File: src/rtl/key_debounce_lp.sv
// key_debounce_lp: per-channel conditioner for active-low push buttons.
// The raw input is synchronised and debounced. Each channel then produces
// press, release, long-press and auto-repeat pulses, plus a hold level.
// Latency: key_stable follows key_n after DEB_CNT+3 edges; pulses follow 1 cycle later.
// Backpressure: none; every output is a free-running level or a 1-cycle pulse.
//
// Ports:
//   clk, rst_n   clock; asynchronous active-low reset
//   key_n        raw keys, 0 = pressed, asynchronous to clk
//   key_stable   debounced level, active-low
//   key_press    1-cycle pulse on a debounced press
//   key_release  1-cycle pulse on a debounced release
//   key_long     1-cycle pulse when a press has lasted LONG_CNT cycles
//   key_repeat   1-cycle pulse every REP_CNT cycles after key_long
//   key_hold     high while the channel is in long-hold
module key_debounce_lp #(
  parameter int KEY_WIDTH = 4,
  parameter int DEB_CNT   = 240000,
  parameter int LONG_CNT  = 12000000,
  parameter int REP_CNT   = 2400000,
  parameter int CNT_W     = 24
) (
  input  logic                 clk,
  input  logic                 rst_n,
  input  logic [KEY_WIDTH-1:0] key_n,
  output logic [KEY_WIDTH-1:0] key_stable,
  output logic [KEY_WIDTH-1:0] key_press,
  output logic [KEY_WIDTH-1:0] key_release,
  output logic [KEY_WIDTH-1:0] key_long,
  output logic [KEY_WIDTH-1:0] key_repeat,
  output logic [KEY_WIDTH-1:0] key_hold
);

  typedef enum logic [1:0] {
    IDLE    = 2'd0,
    PRESSED = 2'd1,
    LONG    = 2'd2
  } state_t;

  localparam logic [CNT_W-1:0] DEB_MAX  = CNT_W'(DEB_CNT - 1);
  localparam logic [CNT_W-1:0] LONG_MAX = CNT_W'(LONG_CNT - 1);
  localparam logic [CNT_W-1:0] REP_MAX  = CNT_W'(REP_CNT - 1);
  localparam logic [CNT_W-1:0] CNT_ONE  = CNT_W'(1);

  // s1/s2 form the synchroniser; s3 is the previous s2, so that any input
  // movement restarts the debounce count.
  logic [KEY_WIDTH-1:0] s1, s2, s3;

  always_ff @(posedge clk or negedge rst_n) begin
    if (!rst_n) begin
      s1 <= '1;
      s2 <= '1;
      s3 <= '1;
    end else begin
      s1 <= key_n;
      s2 <= s1;
      s3 <= s2;
    end
  end

  for (genvar i = 0; i < KEY_WIDTH; i++) begin : g_ch
    logic             stable_q, stable_d;
    logic [CNT_W-1:0] deb_cnt;
    logic             fall, rise;
    state_t           state, state_nx;
    logic [CNT_W-1:0] hold_cnt, hold_nx;
    logic             press_q, release_q, long_q, repeat_q;
    logic             press_nx, release_nx, long_nx, repeat_nx;

    // Debounce: count only while the synchronised level is steady and
    // differs from the accepted level.
    always_ff @(posedge clk or negedge rst_n) begin
      if (!rst_n) begin
        stable_q <= 1'b1;
        stable_d <= 1'b1;
        deb_cnt  <= '0;
      end else begin
        stable_d <= stable_q;
        if ((s2[i] == stable_q) || (s2[i] != s3[i])) begin
          deb_cnt <= '0;
        end else if (deb_cnt == DEB_MAX) begin
          stable_q <= s2[i];
          deb_cnt  <= '0;
        end else begin
          deb_cnt <= deb_cnt + CNT_ONE;
        end
      end
    end

    assign fall = stable_d & ~stable_q;
    assign rise = ~stable_d & stable_q;

    always_ff @(posedge clk or negedge rst_n) begin
      if (!rst_n) begin
        state     <= IDLE;
        hold_cnt  <= '0;
        press_q   <= 1'b0;
        release_q <= 1'b0;
        long_q    <= 1'b0;
        repeat_q  <= 1'b0;
      end else begin
        state     <= state_nx;
        hold_cnt  <= hold_nx;
        press_q   <= press_nx;
        release_q <= release_nx;
        long_q    <= long_nx;
        repeat_q  <= repeat_nx;
      end
    end

    // A release is tested before the long/repeat thresholds so that it
    // suppresses a threshold pulse falling in the same cycle.
    always_comb begin
      state_nx   = state;
      hold_nx    = hold_cnt;
      press_nx   = 1'b0;
      release_nx = 1'b0;
      long_nx    = 1'b0;
      repeat_nx  = 1'b0;
      case (state)
        IDLE: begin
          if (fall) begin
            press_nx = 1'b1;
            hold_nx  = '0;
            state_nx = PRESSED;
          end
        end
        PRESSED: begin
          if (rise) begin
            release_nx = 1'b1;
            hold_nx    = '0;
            state_nx   = IDLE;
          end else if (hold_cnt == LONG_MAX) begin
            long_nx  = 1'b1;
            hold_nx  = '0;
            state_nx = LONG;
          end else begin
            hold_nx = hold_cnt + CNT_ONE;
          end
        end
        LONG: begin
          if (rise) begin
            release_nx = 1'b1;
            hold_nx    = '0;
            state_nx   = IDLE;
          end else if (hold_cnt == REP_MAX) begin
            repeat_nx = 1'b1;
            hold_nx   = '0;
          end else begin
            hold_nx = hold_cnt + CNT_ONE;
          end
        end
        default: begin
          hold_nx  = '0;
          state_nx = IDLE;
        end
      endcase
    end

    assign key_stable[i]  = stable_q;
    assign key_press[i]   = press_q;
    assign key_release[i] = release_q;
    assign key_long[i]    = long_q;
    assign key_repeat[i]  = repeat_q;
    assign key_hold[i]    = (state == LONG);
  end

endmodule
File: config.mk
export PLATFORM = sky130hd
export DESIGN_NAME = key_debounce_lp
export DESIGN_NICKNAME = d
export VERILOG_FILES = /design/src/rtl/key_debounce_lp.sv
export SDC_FILE = /design/constraint.sdc
export NUM_CORES = 1
export LEC_CHECK = 0
export CELL_PAD_IN_SITES_DETAIL_PLACEMENT = 0
export CELL_PAD_IN_SITES_GLOBAL_PLACEMENT = 1
export CORE_MARGIN = 2
export CORE_UTILIZATION = 50
export CTS_CLUSTER_SIZE = 20
export DETAILED_ROUTE_END_ITERATION = 10
export GPL_ROUTABILITY_DRIVEN = 0
export GPL_TIMING_DRIVEN = 1
export PLACE_DENSITY_LB_ADDON = 0.1
export SLEW_MARGIN = 20
export SYNTH_ARGS = -nofsm -noshare
export SYNTH_HDL_FRONTEND = slang
export SYNTH_SLANG_ARGS = --single-unit
File: constraint.sdc
create_clock -name clk -period 5.6 [get_ports clk]
set_input_delay 1.12 -clock clk [delete_from_list [all_inputs] [get_ports clk]]
set_output_delay 1.12 -clock clk [all_outputs]
set_load 0.05 [all_outputs]
## After elaboration in Yosys (flattened, before gate mapping)

Cells that the tools add are included.

- Output and inout port bits: 24
- Register bits after elaboration: 236
- Word-level logic and storage cells: 219
- Input port bits: 6

- Mux-type cells: 92
- Equality and inequality tests: 40
- Bitwise gates (word level): 20
- Reduce and logical (&&, ||, !) cells: 20
- Add/subtract/negate cells: 8

Operators by type and width:

| cell | count |
|---|---|
| two-way mux 24 bit | 28 |
| one-hot mux 24 bit (3 select lines) | 4 |
| adder 24 x 1 -> 24 bit, second input constant | 8 |
| equality test 24 x 18 -> 1 bit, second input constant | 4 |
| equality test 24 x 22 -> 1 bit, second input constant | 4 |
| equality test 24 bit, second input constant | 4 |
| two-way mux 1 bit | 40 |
| two-way mux 2 bit | 16 |
| one-hot mux 2 bit (3 select lines) | 4 |
| inequality test 3 bit, second input constant | 4 |
| NOT 1 bit | 12 |
| AND reduction 3 bit | 4 |
| bitwise AND 1 bit | 8 |
| equality test 2 x 1 -> 1 bit, second input constant | 4 |
| equality test 2 bit, second input constant | 4 |
| zero test 2 bit | 4 |
| inequality test 2 x 1 -> 1 bit, second input constant | 4 |
| inequality test 2 bit, second input constant | 4 |
| AND reduction 2 bit | 4 |
| OR reduction 2 bit | 4 |
| equality test 1 bit | 4 |
| logical OR 1 bit | 4 |
| inequality test 1 bit | 4 |

## Logic depth before layout (Yosys ltp)

Gate-level depths: netlist of run 1.

- Depth in word-level cells: 4
- Gate-level depth with buffers: 9
- Gate-level depth less buffers: 7

## Worst setup path before layout of run 1

No wires, ideal clock.

- Path type: reg2reg
- Start: reg g_ch[0].state[0]
- End: reg g_ch[0].hold_cnt[6]
- Period minus slack after synthesis: 2065 ps
- Data arrival time: 1961 ps
- Buffers on the path: 0
- Stages on the path, launching flop included: 7
- Required time: 5496 ps
- Slack: 3535 ps
- Setup time: 104 ps
- Cell sequence: dfrtp_1 inv_1 ha_1 nand2_1 a311oi_2 o21ai_1 o311ai_1

- Longest elaborated chain between the ends: 2

Ends and longest elaborated chain:

| element | line | source |
|---|---|---|
| start: declaration | 65 | `state_t state, state_nx;` |
| start signal: assignment | 102 | `state <= state_nx;` |
| equality test 2 bit | - |  |
| via key_hold[0] | 31 | `output logic [KEY_WIDTH-1:0] key_hold` |
| one-hot mux 24 bit (3 select lines) | 120 | `case (state)` |
| end signal: assignment | 103 | `hold_cnt <= hold_nx;` |
| end: declaration | 66 | `logic [CNT_W-1:0] hold_cnt, hold_nx;` |

The timed path passes the listed nets, and every way through them passes these cells.
A chain may end at the register's enable or synchronous reset.

## Worst setup path after layout of run 1

- Start: reg g_ch[2].state[0]
- End: out key_hold[2]

- Longest elaborated chain between the ends: 1

Ends and longest elaborated chain:

| element | line | source |
|---|---|---|
| start: declaration | 65 |  |
| start signal: assignment | 102 |  |
| equality test 2 bit | 165 | `assign key_hold[i] = (state == LONG);` |
| end: declaration | 31 |  |

No other way between the ends.

==> results of run 1 <==
-- area by class of cell --
| class | count | area share (%) |
|---|---|---|
| clock buffer | 42 | 6.11 |
| clock inverter | 9 | 1.17 |
| inverter | 52 | 1.43 |
| multi-input combinational | 926 | 42.3 |
| sequential | 236 | 43.5 |
| tap | 324 | 2.97 |
| timing repair buffer | 34 | 2.59 |
-- power breakdown --
| group | switching [W] | leakage, nW | total (W) | internal [W] |
|---|---|---|---|---|
| sequential | 0.00000580 | 3.22 | 0.00172 | 0.00172 |
| combinational | 0.0000477 | 1.76 | 0.0000597 | 0.0000120 |
| clock | 0.000709 | 0.489 | 0.00192 | 0.00121 |
| total | 0.000763 | 5.47 | 0.00370 | 0.00294 |
-- flip-flops by register name, summed over array words and instances (netlist names) --
| signal | cells |
|---|---|
| g_ch.repeat_q | 4 |
| s1 | 4 |
| g_ch.deb_cnt | 96 |
| g_ch.state | 8 |
| g_ch.release_q | 4 |
| s3 | 4 |
| g_ch.stable_q | 4 |
| g_ch.stable_d | 4 |
| s2 | 4 |
| g_ch.long_q | 4 |
| g_ch.hold_cnt | 96 |
| g_ch.press_q | 4 |
-- synth_stat cells, drive strengths merged, types with 2 or more instances --
cell type | count | share of area, %
xor2 | 65 | 4.6
a21oi | 46 | 1.9
and3 | 36 | 1.9
o211ai | 17 | 1.0
o21ai | 17 | 0.76
buf | 42 | 2.3
o2bb2ai | 4 | 0.29
ha | 20 | 2.0
nor3 | 45 | 2.0
or4 | 3 | 0.18
a2111oi | 3 | 0.42
and2 | 18 | 0.93
nand3 | 71 | 2.9
or3 | 3 | 0.15
o221ai | 3 | 0.21
o31a | 2 | 0.14
inv | 52 | 1.6
or2 | 4 | 0.20
and4bb | 2 | 0.20
a21o | 2 | 0.12
o311ai | 6 | 0.49
dfstp | 20 | 4.3
nor4 | 38 | 2.2
nand4b | 5 | 0.36
nor4bb | 6 | 0.49
a31oi | 6 | 0.31
nor3b | 4 | 0.25
and4 | 21 | 1.5
a211oi | 4 | 0.29
xnor2 | 94 | 6.7
a311oi | 3 | 0.32
dfrtp | 216 | 44
nor2 | 183 | 5.6
nand2 | 102 | 3.1
nand4 | 45 | 2.4
o22ai | 2 | 0.10
nor4b | 2 | 0.14
clkbuf | 23 | 0.72
nor2b | 7 | 0.36
nand2b | 15 | 0.77
nand3b | 3 | 0.18
o2111ai | 12 | 0.86
-- worst max path at each step --
stage	start	end	slack, ns	cells past startpoint
floorplan	g_ch[0].state[0]$_DFFE_PN0P_	g_ch[0].hold_cnt[6]$_DFFE_PN0P_	3.54	6
global placement	g_ch[1].hold_cnt[0]$_DFFE_PN0P_	g_ch[1].hold_cnt[4]$_DFFE_PN0P_	2.90	6
detailed placement	g_ch[1].hold_cnt[0]$_DFFE_PN0P_	g_ch[1].hold_cnt[4]$_DFFE_PN0P_	2.86	6
CTS	g_ch[2].state[0]$_DFFE_PN0P_	key_hold[2]	2.40	3
global route	g_ch[0].state[0]$_DFFE_PN0P_	key_hold[0]	2.35	3
finish	g_ch[2].state[0]$_DFFE_PN0P_	key_hold[2]	2.44	3
-- routing by layer --
metal  vias to the layer above  share of wire (%)  GRT usage [%]
li1                       4444                  -              -
met1                      4211                 50           28.7
met2                       131                 44           30.3
met3                        30                3.4           3.00
met4                         0                1.8           4.26
met5                         -                  0              0
-- through the flow --
step | std cells | util [%]
after CTS | 1622 | 56.3
final | 1623 | 56.4
after floorplan | 1279 | -
after global placement | 1571 | 52.2
after detailed placement | 1571 | 52.2
after global routing | 1623 | 56.4
-- critical path, stage by stage, from the launching register on --
cell             delay [ns]
dfrtp_1                0.39
inv_1                  0.08
ha_1                   0.22
clkdlybuf4s50_1        0.82
-- cell families (layout without fill, tap and decap cells) --
group | Yosys count | in the layout | share of synthesized area (%)
multiplexers | 1 | 1 | 0.0817
buffers and inverters | 117 | 137 | 4.60
AND/OR/NAND/NOR | 615 | 615 | 26.0
adder cells (fa/ha/maj) | 20 | 20 | 2.04
AO/OA/AOI/OAI | 131 | 131 | 7.49
flip-flops | 236 | 236 | 48.4
XOR/XNOR | 159 | 159 | 11.4
==> flow_summary.json, run 1 <==
{
  "drt_wl_total_um": 24300,
  "setup_violations": 0,
  "fin_ws_ns": 2.44,
  "fin_crit_sh_pct": 56.5,
  "clkSlewWorstSetupHoldPaths_ns": 0.06,
  "syn_nets": 1305,
  "run_status": "finished, final reports clean",
  "vias": 8816,
  "ys_async_sr_fraction_pct": 100,
  "drive_gt1_share_pct": 7.39,
  "seq_area_frac_synth_pct": 48.4,
  "nFillCells": 2148,
  "drt-initial-drc-count": 552,
  "maxSlewHeadroom_pct": 30.4,
  "max_freq_mhz": 316,
  "multi_input_area_mm2": 0.00577,
  "maxSlewViolCount": 0,
  "timing.hold.ws_ns": 0.352,
  "p_leak_nw": 5.47,
  "nNetsFinal": 1304,
  "netlist_instances": 1279,
  "power_w": 0.00370,
  "clk_latency_ns": 0.55,
  "final_common_cell": "dfrtp_1",
  "postPlaceCellArea_mm2": 0.0126,
  "cp-end-kind": "output pin",
  "avgRoutedWirePerCell_um": 14.9,
  "die_y_um": 161,
  "finalHoldViolations": 0,
  "dr.pass1.iters": 5,
  "syn_area_mm2": 0.0123,
  "worstSetupPathType": "reg -> out",
  "cts_tree": "built",
  "post_cts_buffers": 0,
  "grtUsageTotal_pct": 19.4,
  "routed_via_density": 5.43,
  "dp_hpwl_um": 15900,
  "cp_max_fo": 3,
  "worstSetupStartpointType": "flip-flop",
  "start_util_pct": 50.7,
  "hold_path.class": "reg -> reg",
  "drcViolationCount": 0,
  "cts_max_path_buffers": 3,
  "htree_levels": 1,
  "drv_cap": 0,
  "die-area_mm2": 0.0258,
  "postCtsHoldBufs": 0,
  "dieWidth_um": 161,
  "design_area_mm2": 0.0136,
  "ir_worst_vdd_v": 0.000191,
  "synth_edf_count": 0,
  "grt_pass1_vias": 8669,
  "r2r_start": "g_ch[2].hold_cnt[4]$_DFFE_PN0P_",
  "area_growth_pct": 11.3,
  "core_mm2": 0.0242,
  "clock_skew_ns": 0.0234,
  "cts_made_buffers": 28,
  "pwr_density_cell_mw_per_mm2": 271,
  "cts-root-buf": "clkbuf_16",
  "r2r_cells": 5,
  "rsz0062_at_grt": "no",
  "preCtsSetupSlack_ns": 2.86,
  "rows": 57,
  "grt_max_degree": 133,
  "portBuffers": 29,
  "yosys_warnings": 0,
  "final-seq-area_mm2": 0.00593,
  "antenna_found_initial": 0,
  "tightest_slew_ns": 1.04,
  "period_minus_slack_ns": 3.16,
  "crit_arrival_ns": 2.04,
  "r2r_setup_slack_ns": 2.84,
  "hp-start": "s1[2]$_DFF_PN1_",
  "synth.avg_cell_area_um2": 9.58,
  "required_ns": 4.48,
  "ys_ff_latch": 236,
  "holdPathEnd": "s2[2]$_DFF_PN1_",
  "cts.sinks": 236,
  "fin_tns_setup_ns": 0,
  "boundaryPins": 30,
  "cts_resized": 0,
  "antennaDiodeCount": 0,
  "postRouteAntennaNets": 0,
  "netlist-cell-type-count": 71,
  "layout_common_cells": "dfrtp_1, nor2_1, nand2_1, xnor2_1, nand3_1",
  "ys.flop_type": "dfrtp_1",
  "grt_overflow": 0,
  "grt_pass1_wl_um": 42500,
  "worstHoldPathCells": 0,
  "rr_endpoint": "g_ch[2].hold_cnt[3]$_DFFE_PN0P_"
}
(Power assumes the default switching activity.)
==> run 2: changes to the inputs <==
- CORE_UTILIZATION: 50 -> 49
- clock period: 5.6 -> 3 ns (I/O delays scaled with it)
==> flow_summary.json, run 2 (synthesized netlist as in run 1, its figures left out) <==
{
  "run_status": "finished, final reports clean",
  "setup_violations": 0,
  "nNetsFinal": 1315,
  "p_leak_nw": 5.51,
  "dr.pass1.iters": 5,
  "core_mm2": 0.0245,
  "clock_skew_ns": 0.0103,
  "required_ns": 2.40,
  "slowest_delay_ns": 0.82,
  "crit_chain": "inv_1 -> ha_1 -> clkdlybuf4s50_1",
  "area_growth_pct": 11.7,
  "cts.sinks": 236,
  "pwr_density_cell_mw_per_mm2": 494,
  "postRouteAntennaNets": 0,
  "htree_levels": 1,
  "die_y_um": 162,
  "grt_pass1_vias": 8930,
  "grt_pass1_wl_um": 43000,
  "antenna_found_initial": 0,
  "max_freq_mhz": 375,
  "multi_input_area_mm2": 0.00576,
  "avgRoutedWirePerCell_um": 14.7,
  "final_common_cell": "dfrtp_1",
  "drcViolationCount": 0,
  "critPathTopFamily": "buffers and inverters",
  "boundaryPins": 30,
  "met1_usage_pct": 27.1,
  "drt_wl_total_um": 24000,
  "fin_crit_sh_pct": 88.9,
  "antennaDiodeCount": 0,
  "dp_hpwl_um": 16000,
  "fin_ws_ns": 0.332,
  "grtUsageTotal_pct": 19.1,
  "power_w": 0.00677,
  "die-area_mm2": 0.0263,
  "cts_max_path_buffers": 3,
  "vias": 8906,
  "finalHoldViolations": 0,
  "cts-root-buf": "clkbuf_16",
  "rsz0062_at_grt": "no",
  "cts_tree": "built",
  "grt_overflow": 0,
  "ir_worst_vdd_v": 0.000432,
  "drt-initial-drc-count": 515,
  "worstSetupStartpointType": "flip-flop",
  "hold_path.class": "reg -> reg",
  "drive_gt1_share_pct": 7.94,
  "clkSlewWorstSetupHoldPaths_ns": 0.06,
  "cts_made_buffers": 27,
  "routed_via_density": 5.45,
  "crit_slowest_cell": "clkdlybuf4s50_1",
  "period_minus_slack_ns": 2.67,
  "layout_common_cells": "dfrtp_1, nor2_1, nand2_1, xnor2_1, nand3_1",
  "grt_max_degree": 74,
  "cp_max_fo": 3,
  "met3_usage_pct": 2.89,
  "dieWidth_um": 162,
  "cts_resized": 0,
  "top_regs": "g_ch.deb_cnt: 96 flops, g_ch.hold_cnt: 96 flops, g_ch.state: 8 flops",
  "tightest_slew_ns": 0.852,
  "fin_tns_setup_ns": 0,
  "busiest_layer": "met2",
  "maxSlewViolCount": 0,
  "crit_arrival_ns": 2.07,
  "drv_cap": 0,
  "cp_num_buf_inv": 2,
  "clk_latency_ns": 0.53,
  "start_util_pct": 50.1,
  "preCtsSetupSlack_ns": 0.633,
  "portBuffers": 29,
  "grtUsageMet2_pct": 31.3,
  "nFillCells": 2167,
  "cp-end-kind": "output pin",
  "final-seq-area_mm2": 0.00593,
  "maxSlewHeadroom_pct": 42.8,
  "rows": 57,
  "worstSetupPathType": "reg -> out"
}
-- run 2: final cells by class --
| type | instances | share of cell area, % |
|---|---|---|
| clock buffer | 40 | 5.81 |
| multi-input combinational | 926 | 42.1 |
| inverter | 52 | 1.43 |
| clock inverter | 9 | 1.08 |
| sequential | 236 | 43.3 |
| timing repair buffer | 46 | 3.29 |
| tap | 324 | 2.96 |
-- run 2: through the flow --
stage          cell area, um2  cells  util (%)  hold WS (ns)
2_1_floorplan           12300   1279         -         0.304
4_1_cts                 13700   1633      55.9         0.354
5_1_grt                 13700   1633      55.9         0.358
6_report                13700   1633      55.9         0.349
3_3_place_gp            12700   1583      52.1         0.346
3_5_place_dp            12700   1583      52.1         0.349
-- run 2: final timing paths --
| kind | startpoint | endpoint | slack, ns | depth (start not counted) |
|---|---|---|---|---|
| hold / removal | s1[3]$_DFF_PN1_ | s2[3]$_DFF_PN1_ | 0.35 | 0 |
| setup / recovery | g_ch[2].state[0]$_DFFE_PN0P_ | key_hold[2] | 0.33 | 3 |
| setup reg to reg | g_ch[2].hold_cnt[0]$_DFFE_PN0P_ | g_ch[2].hold_cnt[8]$_DFFE_PN0P_ | 0.59 | 7 |
| hold reg to reg | s1[3]$_DFF_PN1_ | s2[3]$_DFF_PN1_ | 0.35 | 0 |
| max in group asynchronous | rst_n | g_ch[2].stable_q$_DFFE_PN1P_ | 1.66 | 3 |
| min in group asynchronous | rst_n | g_ch[2].hold_cnt[5]$_DFFE_PN0P_ | 0.55 | 2 |
-- run 2: timing repair --
item,CTS,global route
setup endpoints to repair,0,0
hold buffers,1,0
buffers inserted,0,0
endpoints found under the hold margin,37,0
-- run 2: power by group --
part	total (W)	switching [W]	internal [W]
Combinational	0.000115	0.0000899	0.0000248
Clock	0.00344	0.00127	0.00216
Sequential	0.00322	0.0000112	0.00320
-- run 2: routing by layer --
| layer | share of wire (%) | up-vias |
|---|---|---|
| li1 | - | 4451 |
| met1 | 49 | 4321 |
| met2 | 46 | 97 |
| met3 | 3.0 | 37 |
| met4 | 2.0 | 0 |
| met5 | 0 | - |
